==> src/rtl/uart_pkg.sv <==
// ---------------------------------------------------------------------------
// uart_pkg : shared types and line levels for the transmit-only UART
// Revision : 1.0
// ---------------------------------------------------------------------------
`default_nettype none

package uart_pkg;

  typedef enum logic [2:0] {
    IDLE  = 3'd0,
    ALIGN = 3'd1,
    START = 3'd2,
    DATA  = 3'd3,
    STOP  = 3'd4
  } tx_state_t;

  localparam int DATA_BITS = 8;
  localparam int IDX_W     = $clog2(DATA_BITS);
  localparam logic [IDX_W-1:0] LAST_IDX = IDX_W'(DATA_BITS - 1);

  localparam logic IDLE_LEVEL  = 1'b1;
  localparam logic START_LEVEL = 1'b0;
  localparam logic STOP_LEVEL  = 1'b1;

endpackage

`default_nettype wire

==> src/rtl/baud_gen.sv <==
// ---------------------------------------------------------------------------
// baud_gen : free-running divider producing a one-clock tick every DIV clocks
// Revision : 1.0
// ---------------------------------------------------------------------------
`default_nettype none

module baud_gen #(
  parameter int CLK_FREQ  = 100_000,
  parameter int BAUD_RATE = 9600
) (
  input  logic clk,
  input  logic reset,
  output logic baud_tick
);

  localparam int DIV   = CLK_FREQ / BAUD_RATE;
  localparam int CNT_W = (DIV < 2) ? 1 : $clog2(DIV);

  generate
    if (DIV < 2) begin : g_div_check
      $error("baud_gen: CLK_FREQ / BAUD_RATE must be at least 2");
    end
  endgenerate

  localparam logic [CNT_W-1:0] CNT_LAST = CNT_W'(DIV - 1);
  localparam logic [CNT_W-1:0] CNT_PRE  = CNT_W'(DIV - 2);

  logic [CNT_W-1:0] cnt;

  // tick is registered one count early so it is high while cnt == DIV-1
  always_ff @(posedge clk or negedge reset) begin
    if (!reset) begin
      cnt       <= '0;
      baud_tick <= 1'b0;
    end else begin
      cnt       <= (cnt == CNT_LAST) ? '0 : cnt + CNT_W'(1);
      baud_tick <= (cnt == CNT_PRE);
    end
  end

endmodule

`default_nettype wire

==> src/rtl/uart_tx.sv <==
// ---------------------------------------------------------------------------
// uart_tx : 8N1 transmit FSM, LSB-first, advancing only on baud ticks
// Revision : 1.0
// ---------------------------------------------------------------------------
`default_nettype none

module uart_tx
  import uart_pkg::*;
(
  input  logic                 clk,
  input  logic                 reset,
  input  logic                 baud_tick,
  input  logic [DATA_BITS-1:0] data_in,
  input  logic                 send,
  output logic                 tx,
  output logic                 busy
);

  tx_state_t             state;
  logic [DATA_BITS-1:0]  shift;
  logic [IDX_W-1:0]      idx;
  logic [IDX_W-1:0]      next_idx;

  assign next_idx = idx + IDX_W'(1);

  always_ff @(posedge clk or negedge reset) begin
    if (!reset) begin
      state <= IDLE;
      tx    <= IDLE_LEVEL;
      busy  <= 1'b0;
      idx   <= '0;
      shift <= '0;
    end else begin
      case (state)
        IDLE: begin
          tx <= IDLE_LEVEL;
          if (send) begin
            shift <= data_in;
            idx   <= '0;
            busy  <= 1'b1;
            state <= ALIGN;
          end
        end
        // ALIGN absorbs the arbitrary baud phase so every bit is a full DIV long
        ALIGN: begin
          if (baud_tick) begin
            tx    <= START_LEVEL;
            state <= START;
          end
        end
        START: begin
          if (baud_tick) begin
            tx    <= shift[0];
            idx   <= '0;
            state <= DATA;
          end
        end
        DATA: begin
          if (baud_tick) begin
            if (idx == LAST_IDX) begin
              tx    <= STOP_LEVEL;
              state <= STOP;
            end else begin
              idx <= next_idx;
              tx  <= shift[next_idx];
            end
          end
        end
        STOP: begin
          if (baud_tick) begin
            busy  <= 1'b0;
            state <= IDLE;
          end
        end
        default: begin
          tx    <= IDLE_LEVEL;
          busy  <= 1'b0;
          state <= IDLE;
        end
      endcase
    end
  end

endmodule

`default_nettype wire

==> src/rtl/uart_tx_top.sv <==
// ---------------------------------------------------------------------------
// uart_tx_top : baud generator plus 8N1 transmitter; tick exported for sharing
// Revision : 1.0
// ---------------------------------------------------------------------------
`default_nettype none

module uart_tx_top
  import uart_pkg::*;
#(
  parameter int CLK_FREQ  = 100_000,
  parameter int BAUD_RATE = 9600
) (
  input  logic                 clk,
  input  logic                 reset,
  input  logic [DATA_BITS-1:0] data_in,
  input  logic                 send,
  output logic                 tx,
  output logic                 busy,
  output logic                 baud_tick
);

  baud_gen #(
    .CLK_FREQ  (CLK_FREQ),
    .BAUD_RATE (BAUD_RATE)
  ) u_baud_gen (
    .clk       (clk),
    .reset     (reset),
    .baud_tick (baud_tick)
  );

  uart_tx u_uart_tx (
    .clk       (clk),
    .reset     (reset),
    .baud_tick (baud_tick),
    .data_in   (data_in),
    .send      (send),
    .tx        (tx),
    .busy      (busy)
  );

endmodule

`default_nettype wire

==> config.mk <==
export PLATFORM = sky130hd
export DESIGN_NAME = uart_tx_top
export DESIGN_NICKNAME = d
export VERILOG_FILES = /design/src/rtl/uart_pkg.sv /design/src/rtl/baud_gen.sv /design/src/rtl/uart_tx.sv /design/src/rtl/uart_tx_top.sv
export SDC_FILE = /design/constraint.sdc
export NUM_CORES = 1
export LEC_CHECK = 0
export CORE_MARGIN = 2
export CORE_UTILIZATION = 60
export DETAILED_ROUTE_END_ITERATION = 8
export DONT_BUFFER_PORTS = 1
export GPL_ROUTABILITY_DRIVEN = 0
export PLACE_DENSITY = 0.8
export SETUP_SLACK_MARGIN = 0.5
export SYNTH_ARGS = -nofsm -noshare
export SYNTH_HDL_FRONTEND = slang
export SYNTH_SLANG_ARGS = --single-unit
==> constraint.sdc <==
create_clock -name clk -period 1.91 [get_ports clk]
set_input_delay 0.2865 -clock clk [delete_from_list [all_inputs] [get_ports clk]]
set_output_delay 0.2865 -clock clk [all_outputs]
set_load 0.01 [all_outputs]
Word level (Yosys, flattened, before mapping)
Index checks and enable logic that the tools add are counted.
{"block": "totals", "input_bits": 11, "out_inout_bits": 3, "word_cells": 55, "register_bits": 21}
{"block": "classes", "order_cmp": 1, "n_bitwise": 2, "n_addsub": 2, "eq_ne": 14, "mux": 21, "reduce_logical": 8}
{"cell": "3-bit 2-to-1 mux", "n": 9}
{"cell": "3-bit case mux with 5 select lines", "n": 1}
{"cell": "2-bit != test, second input constant", "n": 6}
{"cell": "3-bit case mux with 3 select lines", "n": 1}
{"cell": "4-bit equality test, second input constant", "n": 2}
{"cell": "3-bit by 2-bit equality test with 1-bit output, second input constant", "n": 2}
{"cell": "3-bit equality test, second input constant", "n": 2}
{"cell": "1-bit 2-to-1 mux", "n": 6}
{"cell": "6-bit AND reduction", "n": 1}
{"cell": "5-bit AND reduction", "n": 1}
{"cell": "4-bit by 1-bit adder with 4-bit output, second input constant", "n": 1}
{"cell": "3-bit by 4-bit < comparator with 1-bit output, second input constant", "n": 1}
{"cell": "4-bit 2-to-1 mux", "n": 1}
{"cell": "1-bit case mux with 4 select lines", "n": 1}
{"cell": "4-bit AND reduction", "n": 1}
{"cell": "3-bit by 1-bit adder with 3-bit output, second input constant", "n": 1}
{"cell": "1-bit binary-select mux with 3-bit select", "n": 1}
{"cell": "3-bit by 1-bit equality test with 1-bit output, second input constant", "n": 1}
{"cell": "3-bit logical NOT", "n": 1}
{"cell": "1-bit case mux with 3 select lines", "n": 1}
{"cell": "3-bit AND reduction", "n": 1}
{"cell": "3-bit nonzero test", "n": 1}
{"cell": "3-bit OR reduction", "n": 1}
{"cell": "2-bit by 1-bit != test with 1-bit output, second input constant", "n": 1}
{"cell": "2 further kinds", "n": 3}

Logic depth before layout (Yosys ltp)
{"block": "depth", "ltp_word": 6, "depth_mapped": 6, "ltp_nobuf": 6}

Modules after synthesis
A second synthesis with hierarchy kept.
{"block": "hier_totals", "cells_unflattened": 93, "area_unflattened_um2": 1019.7}
{"module": "uart_tx", "cells_each": 77, "area_per_inst_um2": 822.0, "n_inst": 1, "seq_area_each_um2": 401.6}
{"module": "baud_gen", "cells_each": 16, "area_per_inst_um2": 197.7, "n_inst": 1, "seq_area_each_um2": 125.1}

Least setup slack after synthesis
No wires, ideal clock.
{"block": "synth_path", "path_kind": "register to register", "start": "register u_uart_tx.idx[0]", "end": "register u_uart_tx.idx[0]", "arrival_ps": 1437, "required_ps": 1785, "slack_ps": 347, "setup_ps": 125, "period_less_slack_ps": 1563, "path_buffers": 0, "stages_incl_launch_ff": 7, "cell_sequence": "dfrtp_1 > ha_1 > ha_1 > nand2_1 > nand3_2 > a21oi_4 > mux2_4"}
{"block": "synth_between", "elab_chain_cells": 4, "elab_cells_between_ends": 7, "classes_between": "add/sub (1); eq/ne (2); mux (3); reduce/logical (1)"}
{"element": "start: declaration", "line_no": "uart_tx.sv:21", "source": "logic [IDX_W-1:0] idx;"}
{"element": "start signal: assignment", "line_no": "uart_tx.sv:64", "source": "idx <= next_idx;"}
{"element": "3-bit by 1-bit adder with 3-bit output", "line_no": "uart_tx.sv:24", "source": "assign next_idx = idx + IDX_W'(1);"}
{"element": "3-bit 2-to-1 mux", "line_no": "uart_tx.sv:60", "source": "if (idx == LAST_IDX) begin"}
{"element": "3-bit 2-to-1 mux", "line_no": "uart_tx.sv:59", "source": "if (baud_tick) begin"}
{"element": "3-bit case mux with 3 select lines", "line_no": "uart_tx.sv:34", "source": "case (state)"}
Parallel ways exist; a longest one is shown, timed or not. The select of a mux whose other input is x is not followed.
A chain may end at the register's enable or synchronous reset.

Worst setup path in the final report
{"block": "layout_path", "start": "register u_uart_tx.idx[0]", "end": "register u_uart_tx.tx"}
{"block": "layout_between", "elab_chain_cells": 6, "elab_cells_between_ends": 7, "classes_between": "add/sub (1); eq/ne (1); mux (5)"}
{"element": "3-bit by 1-bit adder with 3-bit output", "line_no": "uart_tx.sv:24"}
{"element": "1-bit binary-select mux with 3-bit select", "line_no": "uart_tx.sv:65", "source": "tx <= shift[next_idx];"}
{"element": "1-bit 2-to-1 mux (not written as such)", "line_no": "uart_tx.sv:65"}
{"element": "1-bit 2-to-1 mux *", "line_no": "uart_tx.sv:60"}
{"element": "1-bit 2-to-1 mux *", "line_no": "uart_tx.sv:59"}
{"element": "1-bit case mux with 4 select lines *", "line_no": "uart_tx.sv:34"}
{"element": "end signal: assignment", "line_no": "uart_tx.sv:53", "source": "tx <= shift[0];"}
{"element": "end signal: assignment", "line_no": "uart_tx.sv:65"}
{"element": "end: declaration", "line_no": "uart_tx.sv:15", "source": "output logic tx,"}
Every way passes the cells marked *; elsewhere a longest branch is shown, timed or not. The select of a mux whose other input is x is not followed.

==> flow_metrics.py <==
metrics = {
    "sta": {
        "finalSetupViolCount": 0,
        "fin_setup_tns_ns": 0,
        "fin_skew_ns": 0.00214,
        "fin_ws_ns": 0.349,
        "finalMaxSlewViolations": 0,
        "worst_pin_slew_ns": 0.917,
        "hold-worst-slack_ns": 0.115,
        "post-route-min-period_ns": 1.56,
        "finalHoldViolCount": 0,
        "timing.final.crit_share_pct": 81.7,
        "max_slew_margin_pct": 38.6,
        "fmax_mhz": 641,
        "rsz0062_at_grt": "true",
    },
    "worst_setup_path": {
        "crit_path_end_kind": "flip-flop",
        "rrSetupSlack_ns": 0.35,
        "startpoint_type": "flip-flop",
        "max_stage_delay_ns": 0.41,
        "cp_data_required_time_ns": 2.15,
        "path_max_fanout": 3,
        "arrival_ns": 1.80,
        "crit_type": "reg -> reg",
        "slowest_stage": "dfrtp_1",
        "rr_startpoint": "u_uart_tx.idx[0]$_DFFE_PN0P_",
        "rr_endpoint": "u_uart_tx.tx$_DFFE_PN1P_",
        "ff2ff_path_depth": 6,
        "crit_chain": "ha_2 -> ha_4 -> nor3b_1 -> o221ai_2 -> nor4_1 -> a311oi_1",
    },
    "place": {
        "dp_hpwl_um": 1460,
        "post-place-ws_ns": 0.394,
        "port_buffers": 0,
        "placed_area_um2": 1150,
    },
    "synth": {
        "synth-edff-count": 0,
        "ys_ff_latch": 21,
        "ys_seq_area_share_pct": 47.1,
        "synth_top_area_share_pct": 44.7,
        "ys_warn_count": 0,
        "synth_area_leaders": "dfrtp_1 (45%), mux2_4 (12%), mux2i_1 (6.3%), nand2_1 (2.7%), dfstp_2 (2.3%)",
        "yosysUniqueCellTypes": 36,
        "yosysMostFrequentCell": "dfrtp_1",
        "syn_avg_cell_area_um2": 12.0,
        "async_reset_ff_share_pct": 100,
        "syn_area_um2": 1120,
        "yosys.area.top_type": "dfrtp_1",
        "synth_common_cells": "dfrtp_1 (20), mux2_4 (9), nand2_1 (8)",
        "syn-num-nets": 106,
        "synth_ff_type": "dfrtp_1",
        "netlist_instances": 93,
    },
    "floorplanning": {
        "pin_count": 14,
        "num_rows": 15,
        "start_util_pct": 64.1,
        "die_w_um": 47.2,
        "core_um2": 1750,
        "design.die.area_um2": 2230,
        "dieHeight_um": 47.2,
    },
    "worst_hold_path": {
        "whs_endpoint": "u_uart_tx.shift[3]$_DFFE_PN0P_",
        "min-delay-start": "data_in[3]",
        "hold_depth": 1,
        "hp-class": "in -> reg",
    },
    "cts": {
        "root_buffer": "clkbuf_4",
        "h-tree-depth": 1,
        "cts.path.max_buffers": 2,
        "cts_buffers": 3,
        "cts_tree": "yes",
        "clock-sinks": 21,
        "insertion_delay_ns": 0.31,
        "cts.clk_slew.worst_paths_ns": 0.11,
    },
    "power_and_ir_drop": {
        "leakagePower_nw": 0.568,
        "pwr_density_cell_nw_per_um2": 530,
        "irDropWorstVdd_v": 0.000518,
    },
    "layout": {
        "antenna_cells": 0,
        "nNetsFinal": 118,
        "final_area_um2": 1260,
        "final_core_util_pct": 72.3,
        "post_route_cells_drive_above_1_share_pct": 35.6,
        "fillers": 119,
        "syn2layout_area_growth_pct": 12.9,
    },
    "global_route": {
        "grt_pass1_wl_um": 3480,
        "grt_pass1_vias": 770,
        "antenna_found_initial": 0,
        "grt_overflow_total": 0,
        "grt_max_degree": 22,
        "track_usage_pct": 23.4,
    },
    "route": {
        "routed_via_density": 5.73,
        "drtIter0Drc": 27,
        "final_antenna_net_count": 0,
        "drt_first_pass_iters": 4,
        "remaining_drc_errors": 0,
        "wl_per_cell_um": 16.6,
        "vias": 739,
        "drt_wl_total_um": 2140,
    },
    "flow_run": {
        "cap_violations": 0,
    },
    "run_status": {
        "status": "completed",
    },
}
## critical path: cells and delay by family, from the launching register on
family / cells / cell delay (ns)
AO/OA/AOI/OAI: 2 / 0.22
adder cells (fa/ha/maj): 2 / 0.38
flip-flops: 1 / 0.41
AND/OR/NAND/NOR: 2 / 0.48
## cells in the final DEF (no fill, tap or decap), types with 3 or more instances in the layout
master    netlist  final
a21oi_1         3      3
inv_1           5      5
clkbuf_4        0      3
nand2_1         8      7
buf_4           1     10
nor3_1          5      5
dfrtp_1        20     18
mux2i_1         7      6
mux2_4          9      9
## where the power goes
group          switching [mW]  internal [mW]
combinational         0.00807        0.00192
clock                   0.133         0.0816
sequential                  0          0.444
total                   0.141          0.528
## metal layers
| layer | part of all wire (%) | global-route usage (%) |
|---|---|---|
| met4 | 2.0 | 10.6 |
| met5 | 0 | 0 |
| met1 | 41 | 29.7 |
| met3 | 3.4 | 5.77 |
| met2 | 53 | 37.8 |
## per-stage QoR
stage | cells | power (mW)
global route | 129 | 0.689
floorplan | 93 | 0.454
detailed placement | 116 | 0.454
CTS | 128 | 0.666
finish | 129 | 0.670
global placement | 116 | 0.454
## repair_timing
item / CTS / global route
setup buffers: 7 / 1
endpoints found under the hold margin: 21 / 0
resized for setup: 3 / 2
pin swaps: 4 / 2
hold buffers: 1 / 0
gates cloned: 0 / 0
setup endpoints to repair: 10 / 12
## layout make-up
type                    count  area (um^2)  share of cell area (%)
inverters                   5         18.8                    1.49
flip-flops and latches     21          529                    41.9
multi-input cells          62          561                    44.4
well taps                  25         31.3                    2.48
repair buffers             12         96.3                    7.63
clock buffers               4         26.3                    2.08
## worst max path at each step
stage | cells after the start | slack, ns | to | startpoint
global placement | 6 | 0.41 | u_uart_tx.idx[0]$_DFFE_PN0P_ | u_uart_tx.idx[1]$_DFFE_PN0P_
CTS | 6 | 0.41 | u_uart_tx.idx[0]$_DFFE_PN0P_ | u_uart_tx.idx[0]$_DFFE_PN0P_
floorplan | 6 | 0.47 | u_uart_tx.idx[0]$_DFFE_PN0P_ | u_uart_tx.idx[1]$_DFFE_PN0P_
finish | 6 | 0.35 | u_uart_tx.tx$_DFFE_PN1P_ | u_uart_tx.idx[0]$_DFFE_PN0P_
detailed placement | 6 | 0.39 | u_uart_tx.idx[0]$_DFFE_PN0P_ | u_uart_tx.idx[1]$_DFFE_PN0P_
global route | 6 | 0.27 | u_uart_tx.tx$_DFFE_PN1P_ | u_uart_tx.idx[0]$_DFFE_PN0P_
## state kept, by name, indices dropped and copies added, names as in the netlist
register              flops
u_baud_gen.baud_tick      1
u_baud_gen.cnt            4
u_uart_tx.busy            1
u_uart_tx.idx             3
u_uart_tx.shift           8
u_uart_tx.state           3
u_uart_tx.tx              1
## cell families (layout without fill, tap and decap cells)
| group | count (synthesis) | after routing | synth area share [%] |
|---|---|---|---|
| muxes | 16 | 16 | 18.3 |
| and+or+nand+nor | 28 | 28 | 16.2 |
| xor gates and xnor gates | 1 | 1 | 0.783 |
| AOI/OAI and AO/OA | 15 | 15 | 10.1 |
| DFF | 21 | 21 | 47.1 |
| adders and majority gates | 2 | 2 | 2.24 |
| buffers and inverters | 10 | 21 | 5.26 |
Note: power is estimated with default switching activity, not from simulation.
